File: src/rtl/pow_pkg.sv
// Shared types for the integer power unit.
// Holds the FSM state encoding used by the top level.
package pow_pkg;

    typedef enum logic [1:0] {
        IDLE = 2'd0,
        CALC = 2'd1,
        DONE = 2'd2
    } state_t;

endpackage

File: src/rtl/pow_sat_mul.sv
// One multiply step of the power loop with overflow detection.
// Saturation is sticky: a set ovf_in forces the maximum result.
module pow_sat_mul
    import pow_pkg::*;
#(
    parameter int DATA_W = 8,
    parameter int RES_W  = 2 * DATA_W
) (
    input  logic [RES_W-1:0]  acc,
    input  logic [DATA_W-1:0] base,
    input  logic              ovf_in,
    output logic [RES_W-1:0]  acc_next,
    output logic              ovf_next
);

    localparam int PROD_W = RES_W + DATA_W;

    logic [PROD_W-1:0] prod;
    logic              hi;

    always_comb begin
        prod     = PROD_W'(acc) * PROD_W'(base);
        hi       = |prod[PROD_W-1:RES_W];
        ovf_next = ovf_in | hi;
        acc_next = ovf_next ? {RES_W{1'b1}} : prod[RES_W-1:0];
    end

endmodule

File: src/rtl/pow_exp_unit.sv
// Handshaked integer power unit: data_i ** exp_i by repeated multiplication,
// saturating to the result width.
module pow_exp_unit
    import pow_pkg::*;
#(
    parameter int DATA_W = 8,
    parameter int EXP_W  = 4,
    parameter int RES_W  = 2 * DATA_W
) (
    input  logic              clk,
    input  logic              rst,
    input  logic              valid_i,
    output logic              ready_o,
    input  logic [DATA_W-1:0] data_i,
    input  logic [EXP_W-1:0]  exp_i,
    output logic              valid_o,
    input  logic              ready_i,
    output logic [RES_W-1:0]  data_o,
    output logic              ovf_o
);

    state_t            state;
    logic [DATA_W-1:0] base;
    logic [EXP_W-1:0]  cnt;
    logic [RES_W-1:0]  acc;
    logic              ovf;
    logic [RES_W-1:0]  acc_next;
    logic              ovf_next;

    pow_sat_mul #(
        .DATA_W (DATA_W),
        .RES_W  (RES_W)
    ) u_mul (
        .acc      (acc),
        .base     (base),
        .ovf_in   (ovf),
        .acc_next (acc_next),
        .ovf_next (ovf_next)
    );

    always_ff @(posedge clk) begin
        if (rst) begin
            state <= IDLE;
            base  <= '0;
            cnt   <= '0;
            acc   <= '0;
            ovf   <= 1'b0;
        end else begin
            unique case (state)
                IDLE: begin
                    if (valid_i) begin
                        base  <= data_i;
                        cnt   <= exp_i;
                        acc   <= RES_W'(1);
                        ovf   <= 1'b0;
                        state <= (exp_i == '0) ? DONE : CALC;
                    end
                end
                CALC: begin
                    acc <= acc_next;
                    ovf <= ovf_next;
                    cnt <= cnt - EXP_W'(1);
                    if (cnt == EXP_W'(1))
                        state <= DONE;
                end
                DONE: begin
                    if (ready_i)
                        state <= IDLE;
                end
                default: state <= IDLE;
            endcase
        end
    end

    // Outputs decode registered state only; no input reaches them directly.
    assign ready_o = (state == IDLE);
    assign valid_o = (state == DONE);
    assign data_o  = acc;
    assign ovf_o   = ovf;

endmodule

File: config.mk
export PLATFORM = sky130hd
export DESIGN_NAME = pow_exp_unit
export DESIGN_NICKNAME = d
export VERILOG_FILES = /design/src/rtl/pow_pkg.sv /design/src/rtl/pow_sat_mul.sv /design/src/rtl/pow_exp_unit.sv
export SDC_FILE = /design/constraint.sdc
export NUM_CORES = 1
export LEC_CHECK = 0
export BUFFER_PORTS_ARGS = -buffer_cell sky130_fd_sc_hd__buf_4
export CAP_MARGIN = 20
export CORE_MARGIN = 3
export CORE_UTILIZATION = 55
export DETAILED_ROUTE_END_ITERATION = 10
export PLACE_DENSITY = 0.73
export SLEW_MARGIN = 20
export SYNTH_ARGS = -nofsm -noshare
export SYNTH_HDL_FRONTEND = slang
export SYNTH_SLANG_ARGS = --single-unit
File: constraint.sdc
create_clock -name clk -period 6.5 [get_ports clk]
set_input_delay 0.325 -clock clk [delete_from_list [all_inputs] [get_ports clk]]
set_output_delay 0.325 -clock clk [all_outputs]
set_load 0.01 [all_outputs]
==> results of run 1 <==
## sequential cells by signal, summed over array words and instances, names as in the netlist
| signal | flops |
|---|---|
| base | 8 |
| cnt | 4 |
| data_o | 16 |
| ovf_o | 1 |
| state | 2 |
## cells by family after synthesis
group           count (synthesis)
simple gates                  234
fa+ha+maj                     130
buf+inv                       121
compound gates                101
flops                          31
xor+xnor                       12
mux                             2
## path summary, 6_finish.rpt
kind	start	endpoint	slack, ns
worst max-delay path	base[4]$_SDFFE_PP0P_	data_o[10]$_SDFFE_PP0P_	0.23
worst min-delay path	data_i[3]	base[3]$_SDFFE_PP0P_	0.30
worst max register to register	base[4]$_SDFFE_PP0P_	data_o[10]$_SDFFE_PP0P_	0.23
worst min register to register	cnt[3]$_SDFFE_PP0P_	cnt[3]$_SDFFE_PP0P_	0.49
## cell usage in the layout (no fill, tap or decap), types with 9 or more instances in the layout
cell,instances
and2_1,101
inv_1,98
fa_1,84
nand2_1,71
ha_1,46
buf_4,35
dfxtp_1,29
a21oi_1,24
o21ai_0,19
nor2_1,18
nor3_1,13
o21ai_1,10
a211oi_1,9
## power groups by stage
stage	clock network, mW	registers [mW]	logic [mW]
floorplan	0	0.249	0.172
global placement	0	0.306	0.199
detailed placement	0	0.309	0.205
CTS	0.136	0.305	0.207
global route	0.145	0.315	0.233
finish	0.136	0.307	0.204
## routing by layer
metal / GRT usage / vias to the layer above
met5: 0 / -
met4: 0.0797 / 0
met3: 0.0253 / 29
met2: 0.412 / 143
met1: 0.350 / 2153
li1: - / 2057
## worst max-delay path: stages (launching register included)
cell and delay, ns:
dfxtp_1 0.82, and2_1 0.27, fa_1 0.45, fa_1 0.52
fa_1 0.50, inv_1 0.05, fa_1 0.48, inv_1 0.05
ha_1 0.33, a21o_1 0.22, a2111o_1 0.31, o221ai_2 0.25
o21ai_1 0.15, or3b_2 0.48, a22oi_1 0.22, o2111ai_2 0.40
buf_4 0.32, nor3_1 0.21, o21ai_0 0.11
## layout make-up
type | count | area (um^2) | share of cell area
clock buffers | 6 | 72.6 | 0.0125
inverters | 98 | 368 | 0.0634
multi-input cells | 479 | 4310 | 0.743
flip-flops and latches | 31 | 623 | 0.107
well taps | 129 | 161 | 0.0278
repair buffers | 35 | 263 | 0.0453
## metrics by stage
stage	setup WS [ns]	std cells	total power [mW]	hold WS [ns]	area (um^2)
2_1_floorplan	1.24	631	0.421	0.455	5400
3_3_place_gp	0.441	772	0.505	0.466	5720
3_5_place_dp	0.325	772	0.514	0.484	5720
4_1_cts	0.289	778	0.648	0.296	5800
5_1_grt	0.0173	778	0.694	0.302	5800
6_report	0.232	778	0.647	0.296	5800
## Yosys cell counts (2+ instances only)
master    instances  area (um^2)
o31ai_1           2         15.0
nand2b_1          5         31.3
xnor2_1           7         61.3
dfxtp_1          31          621
a21oi_1          24          120
a211oi_2          2         25.0
nor2b_1           2         12.5
and2_1          101          632
a31oi_1           3         18.8
nor2_1           18         67.6
a221o_1           4         40.0
a21o_1            8         60.1
buf_6             2         22.5
clkbuf_1         19         71.3
nand3_1           3         15.0
nand2_1          71          267
or3_1             3         18.8
ha_1             46          576
mux2i_1           2         20.0
nor3_1           13         65.1
inv_1            98          368
fa_1             84         1680
a21boi_0          2         15.0
nor3_2            4         40.0
and3_1            2         12.5
o21a_1            2         15.0
or3b_2            2         17.5
xor2_1            5         43.8
o21ai_0          19         95.1
o21ai_1          10         50.1
or2_2             2         12.5
a211oi_1          9         67.6
o211ai_1          4         30.0
nor4b_1           2         17.5
==> flow_metrics.tcl, run 1 <==
set metrics [dict create \
    synth_edf_count 0 \
    ys.flop_type "dfxtp_1" \
    clock_latency_ns 0.28 \
    io_pins 35 \
    rsz0062_at_grt "false" \
    worstPathRequired_ns 6.64 \
    pwr-share-seq 0.474 \
    grt_use_total 0.251 \
    wl_per_cell_um 16.5 \
    antenna_found_initial 0 \
    utilization 0.619 \
    clkPwrFrac 0.210 \
    cts_tree "built" \
    maxUsedRoutingLayer "met4" \
    drive_above_1_share 0.0878 \
    initial_core_util 0.577 \
    synth-xor-area-share 0.0195 \
    netlist_area_um2 5400 \
    grt_pass1_wl_um 22700 \
    slew_viol_final 0 \
    met1_length_um 5750 \
    synthSimpleGateAreaFrac 0.232 \
    num-fill-cells 859 \
    worst_pin_slew_ns 0.947 \
    cts.sinks 31 \
    wl_um 12800 \
    avgSynthCellArea_um2 8.56 \
    drv_cap 0 \
    p_leak_nw 2.92 \
    worstSetupStartpointType "flop" \
    synth_warnings 0 \
    grt_max_degree 19 \
    critPathKind "flop to flop" \
    crit_fanout 17 \
    die_w_um 105 \
    antenna_left 0 \
    synth_top_family_by_area "adder cells" \
    yosys.cell_types.count 54 \
    dp_hpwl_um 9740 \
    cts_setup_buffers 0 \
    switching_share 0.414 \
    synth_seq_cells 31 \
    vdd_drop_max_mv 0.185 \
    n_antenna_cell 0 \
    overflow 0 \
    grt_pass1_vias 4717 \
    vias 4382 \
    viasPerCell 5.63 \
    hp-class "primary input to flop" \
    wl_met2_um 6060 \
    synth_fa_ha_area_frac 0.418 \
    fp.dieArea_um2 11000 \
    hold_depth 3 \
    fin_skew_ns 0.00468 \
    timing.fmax_ghz 0.160 \
    cts_max_level 2 \
    met3_length_um 735 \
    synth_mux_area_frac 0.00371 \
    tns_ns 0 \
    ctsResizeCount 0 \
    cts_hold_buf 0 \
    cts_buffer_depth 2 \
    place_congestion 0.896 \
    p_int_mw 0.380 \
    drt-initial-drc-count 213 \
    rows 35 \
    period_minus_slack_ns 6.27 \
    hold_viol_final 0 \
    area_delta_synth_final_pct 7.34 \
    reg2reg_depth 18 \
    status "completed" \
    core_um2 9370 \
    relSlewSlack 0.366 \
    p_per_area_nw_per_um2 112 \
    async_flop_share 0 \
    cts_buffers 5 \
    syn_nets 777 \
    netSwitchingPower_mw 0.268 \
    synth_compound_gate_area_share 0.125 \
    drc_errors 0 \
    p_comb_frac 0.316 \
    crit_arrival_ns 6.41 \
    path_clk_slew_ns 0.06 \
    drtPass1Iterations 5 \
    ys_seq_area_frac 0.115 \
    end_kind "flop" \
    root_buffer "clkbuf_8" \
    fin_crit_sh 0.964 \
    syn_inst 631 \
    finalSetupViolCount 0 \
    dieHeight_um 105 \
    final_nets 796 \
    portBuffers 34 \
]
No activity file was read; power rests on OpenSTA's default activity.
==> run 2, diff against run 1 <==
- REMOVE_ABC_BUFFERS: unset -> 1
==> flow_metrics.tcl, run 2 (synthesized netlist as in run 1, its figures left out) <==
set metrics [dict create \
    r2r-start "base[2]$_SDFFE_PP0P_" \
    drc_errors 0 \
    io_pins 35 \
    antenna_left 0 \
    grt_pass1_wl_um 21500 \
    fp.dieArea_um2 11000 \
    whs_ns 0.303 \
    core_um2 9370 \
    ctsResizeCount 0 \
    portBuffers 34 \
    cts_buffer_depth 2 \
    finalSetupViolCount 0 \
    relSlewSlack 0.323 \
    multi_input_area_um2 4310 \
    fin_area_um2 5810 \
    n_antenna_cell 0 \
    place_congestion 0.915 \
    hold_viol_final 0 \
    grt_use_total 0.236 \
    vias 4300 \
    antenna_found_initial 0 \
    cts_hold_buf 0 \
    root_buffer "clkbuf_8" \
    dieHeight_um 105 \
    cp-endpoint "data_o[14]$_SDFFE_PP0P_" \
    drv_cap 0 \
    place_inst 774 \
    rrSetupSlack_ns 0.61 \
    timing.fmax_ghz 0.170 \
    drt-initial-drc-count 213 \
    fin_cells 780 \
    vdd_drop_max_mv 0.159 \
    final_nets 798 \
    dp_hpwl_um 9560 \
    rows 35 \
    critPathKind "flop to flop" \
    drtPass1Iterations 4 \
    crit_arrival_ns 6.03 \
    slew_viol_final 0 \
    tns_ns 0 \
    cts_tree "built" \
    die_w_um 105 \
    wl_per_cell_um 15.5 \
    path_clk_slew_ns 0.06 \
    drive_above_1_share 0.0876 \
    cp-startpoint "base[2]$_SDFFE_PP0P_" \
    hold_depth 3 \
    register_area_um2 621 \
    viasPerCell 5.51 \
    hp-class "primary input to flop" \
    worstSetupStartpointType "flop" \
    initial_core_util 0.577 \
    final_common_cell "and2_1" \
    fin_skew_ns 0.00641 \
    place_area_um2 5740 \
    crit_fanout 18 \
    p_leak_nw 2.93 \
    cts_max_level 2 \
    p_per_area_nw_per_um2 110 \
    fin_crit_sh 0.906 \
    worstPathRequired_ns 6.65 \
    period_minus_slack_ns 5.89 \
    worst_pin_slew_ns 1.01 \
    reg2reg_depth 19 \
    rsz0062_at_grt "false" \
    cts_buffers 5 \
    cts_setup_buffers 0 \
    area_delta_synth_final_pct 7.57 \
    layout_common_cells "101 x and2_1, 98 x inv_1, 84 x fa_1, 71 x nand2_1, 46 x ha_1" \
    clock_latency_ns 0.28 \
    end_kind "flop" \
    num-fill-cells 870 \
    largest_reg_flops 16 \
    overflow 0 \
    wl_um 12100 \
    cts.sinks 31 \
    grt_max_degree 19 \
    r2r-end "data_o[14]$_SDFFE_PP0P_" \
    status "completed" \
    grt_pass1_vias 4527 \
]
## run 2: changes by cell type in the layout (fill, tap and decap cells not counted), sizes merged
cell | previous run | this run
buf | 35 | 37
## run 2: where the power goes
| group | leakage, nW | internal (mW) | switching [mW] |
|---|---|---|---|
| Sequential | 0.253 | 0.219 | 0.0805 |
| Clock | 0.0371 | 0.0712 | 0.0656 |
| Combinational | 2.64 | 0.0876 | 0.117 |
| Total | 2.93 | 0.378 | 0.263 |
## run 2: layout make-up
| class | count | share of cell area |
|---|---|---|
| clock buffers | 6 | 0.0125 |
| repair buffers | 37 | 0.0478 |
| multi-input cells | 479 | 0.742 |
| well taps | 129 | 0.0278 |
| flip-flops and latches | 31 | 0.107 |
| inverters | 98 | 0.0633 |
## run 2: per-stage QoR
step                      utilization  power [mW]  setup WS, ns
after floorplan                     -       0.410          1.14
after detailed placement        0.612       0.508         0.661
after global routing            0.620       0.689         0.242
final                           0.620       0.641         0.613
after global placement          0.612       0.497         0.755
after CTS                       0.620       0.643         0.627
## run 2: how the worst min path moves through the flow
stage | start | to | slack, ns
2_1_floorplan | rst | base[0]$_SDFFE_PP0P_ | 0.39
3_3_place_gp | cnt[3]$_SDFFE_PP0P_ | cnt[3]$_SDFFE_PP0P_ | 0.47
3_5_place_dp | cnt[3]$_SDFFE_PP0P_ | cnt[3]$_SDFFE_PP0P_ | 0.48
4_1_cts | data_i[0] | base[0]$_SDFFE_PP0P_ | 0.30
5_1_grt | data_i[5] | base[5]$_SDFFE_PP0P_ | 0.31
6_report | data_i[5] | base[5]$_SDFFE_PP0P_ | 0.30
## run 2: critical path, stage by stage (launching register included)
cell	delay [ns]
dfxtp_1	0.70
nand2_1	0.17
fa_1	0.56
inv_1	0.06
fa_1	0.49
fa_1	0.49
inv_1	0.05
fa_1	0.49
inv_1	0.05
ha_1	0.36
and3_1	0.26
a21o_1	0.19
a211oi_1	0.28
o21ai_1	0.14
or3b_2	0.49
a22oi_1	0.19
o2111ai_2	0.15
buf_4	0.23
nor4b_1	0.32
o21ai_1	0.09
## run 2: layer usage
metal,GRT usage,up-vias,wire length (um)
met1,0.326,2130,5470
met2,0.395,101,5880
met5,0,-,0
met3,0.0253,12,562
met4,0.0665,0,177
li1,-,2057,-
==> run 3, diff against run 2 <==
- GPL_TIMING_DRIVEN: unset -> 0
==> flow_metrics.tcl, run 3 (synthesized netlist as in run 1, its figures left out) <==
set metrics [dict create \
    slowest_stage "dfxtp_2" \
    layout_common_cells "101 x and2_1, 98 x inv_1, 84 x fa_1, 71 x nand2_1, 46 x ha_1" \
    cp_top_family "adder cells" \
    rsz0062_at_grt "false" \
    reg2reg_depth 17 \
    cts.sinks 31 \
    path_cells "and2_1 > fa_1 > fa_1 > fa_1 > inv_1 > fa_1 > inv_1 > ha_1 > a21o_1 > a2111o_1 > o221ai_2 > o21ai_1 > or3b_2 > a22oi_1 > o2111ai_2 > nor4b_1 > o21ai_1" \
    area_delta_synth_final_pct 7.60 \
    portBuffers 34 \
    cts_setup_buffers 0 \
    path_depth 17 \
    root_buffer "clkbuf_8" \
    antenna_left 0 \
    initial_core_util 0.577 \
    min-delay-start "data_i[3]" \
    rrSetupSlack_ns 0.43 \
    fin_cells 779 \
    grt_pass1_wl_um 21400 \
    drc_errors 0 \
    status "completed" \
    r2r-start "base[3]$_SDFFE_PP0P_" \
    fp.dieArea_um2 11000 \
    wl_per_cell_um 15.7 \
    path_clk_slew_ns 0.07 \
    final_common_cell "and2_1" \
    grt_pass1_vias 4520 \
    period_minus_slack_ns 6.07 \
    slowest_delay_ns 0.60 \
    crit_arrival_ns 6.23 \
    crit_top_cell "fa_1" \
    dp_hpwl_um 9430 \
    tns_ns 0 \
    antenna_found_initial 0 \
    cts_tree "built" \
    grt_use_total 0.236 \
    r2r-end "data_o[14]$_SDFFE_PP0P_" \
    worstPathRequired_ns 6.66 \
    wl_um 12300 \
    core_um2 9370 \
    cts_buffers 5 \
    largest_reg_flops 16 \
    dieHeight_um 105 \
    fin_skew_ns 0.00295 \
    vias 4353 \
    drt-initial-drc-count 190 \
    slew_viol_final 0 \
    clock_latency_ns 0.29 \
    finalSetupViolCount 0 \
    cts_buffer_depth 2 \
    hold_viol_final 0 \
    cts_hold_buf 0 \
    fin_crit_sh 0.934 \
    worst_pin_slew_ns 1.02 \
    die_w_um 105 \
    holdPathEnd "base[3]$_SDFFE_PP0P_" \
    ctsResizeCount 0 \
    hold_depth 3 \
    crit_buf_inv 2 \
    end_kind "flop" \
    utilization 0.620 \
    timing.fmax_ghz 0.165 \
    critPathKind "flop to flop" \
    crit_fanout 18 \
    worstSetupStartpointType "flop" \
    vdd_drop_max_mv 0.167 \
    io_pins 35 \
    cts_max_level 2 \
    n_antenna_cell 0 \
    drive_above_1_share 0.0969 \
    place_congestion 0.890 \
    final_nets 795 \
    rows 35 \
    drv_cap 0 \
    place_inst 771 \
    hp-class "primary input to flop" \
    viasPerCell 5.59 \
    relSlewSlack 0.317 \
    p_leak_nw 2.92 \
    drtPass1Iterations 4 \
    p_per_area_nw_per_um2 114 \
    overflow 0 \
    grt_max_degree 19 \
]
run 3: changes by cell type in the layout (fill, tap and decap cells not counted):
cell and delta:
buf_4 -3, dfxtp_2 +6, clkinv_2 +1, dfxtp_1 -6, clkinvlp_4 +2, clkbuf_1 -1
run 3: per-stage QoR:
| step | power [mW] | hold WS (ns) | setup slack [ns] | cell area (um^2) |
|---|---|---|---|---|
| CTS | 0.666 | 0.280 | 0.193 | 5810 |
| finish | 0.663 | 0.277 | 0.428 | 5810 |
| floorplan | 0.410 | 0.394 | 1.14 | 5300 |
| detailed placement | 0.515 | 0.479 | 0.211 | 5720 |
| global placement | 0.502 | 0.466 | 0.256 | 5720 |
| global route | 0.709 | 0.275 | 0.131 | 5810 |
run 3: where the power goes:
part	total, mW	internal, mW	switching (mW)
Sequential	0.309	0.221	0.0886
Combinational	0.203	0.0876	0.116
Clock	0.151	0.0743	0.0764
Total	0.663	0.382	0.281
run 3: worst reg2reg max path, delay by kind of cell, from the launching register on:
| kind | cells | cell delay, ns |
|---|---|---|
| buf+inv | 2 | 0.10 |
| compound gates | 7 | 1.74 |
| flops | 1 | 0.60 |
| simple gates | 3 | 1.23 |
| fa+ha+maj | 5 | 2.29 |
run 3: how the worst max path moves through the flow:
stage	slack [ns]	startpoint	end
CTS	0.19	base[3]$_SDFFE_PP0P_	data_o[14]$_SDFFE_PP0P_
detailed placement	0.21	base[3]$_SDFFE_PP0P_	data_o[14]$_SDFFE_PP0P_
floorplan	1.14	base[2]$_SDFFE_PP0P_	data_o[14]$_SDFFE_PP0P_
global placement	0.26	base[3]$_SDFFE_PP0P_	data_o[14]$_SDFFE_PP0P_
finish	0.43	base[3]$_SDFFE_PP0P_	data_o[14]$_SDFFE_PP0P_
global route	0.13	base[3]$_SDFFE_PP0P_	data_o[14]$_SDFFE_PP0P_
run 3: routing by layer:
metal,up-vias,share of wire,GRT usage
met4,0,0.020,0.0581
li1,2055,-,-
met5,-,0,0
met3,23,0.050,0.0296
met2,119,0.50,0.409
met1,2156,0.42,0.315
run 3: layout make-up:
class | instances | area [um^2]
sequential | 31 | 628
clock buffer | 5 | 68.8
fill | 867 | 3560
inverter | 98 | 368
clock inverter | 3 | 20.0
tap | 129 | 161
timing repair buffer | 34 | 255
multi-input combinational | 479 | 4310
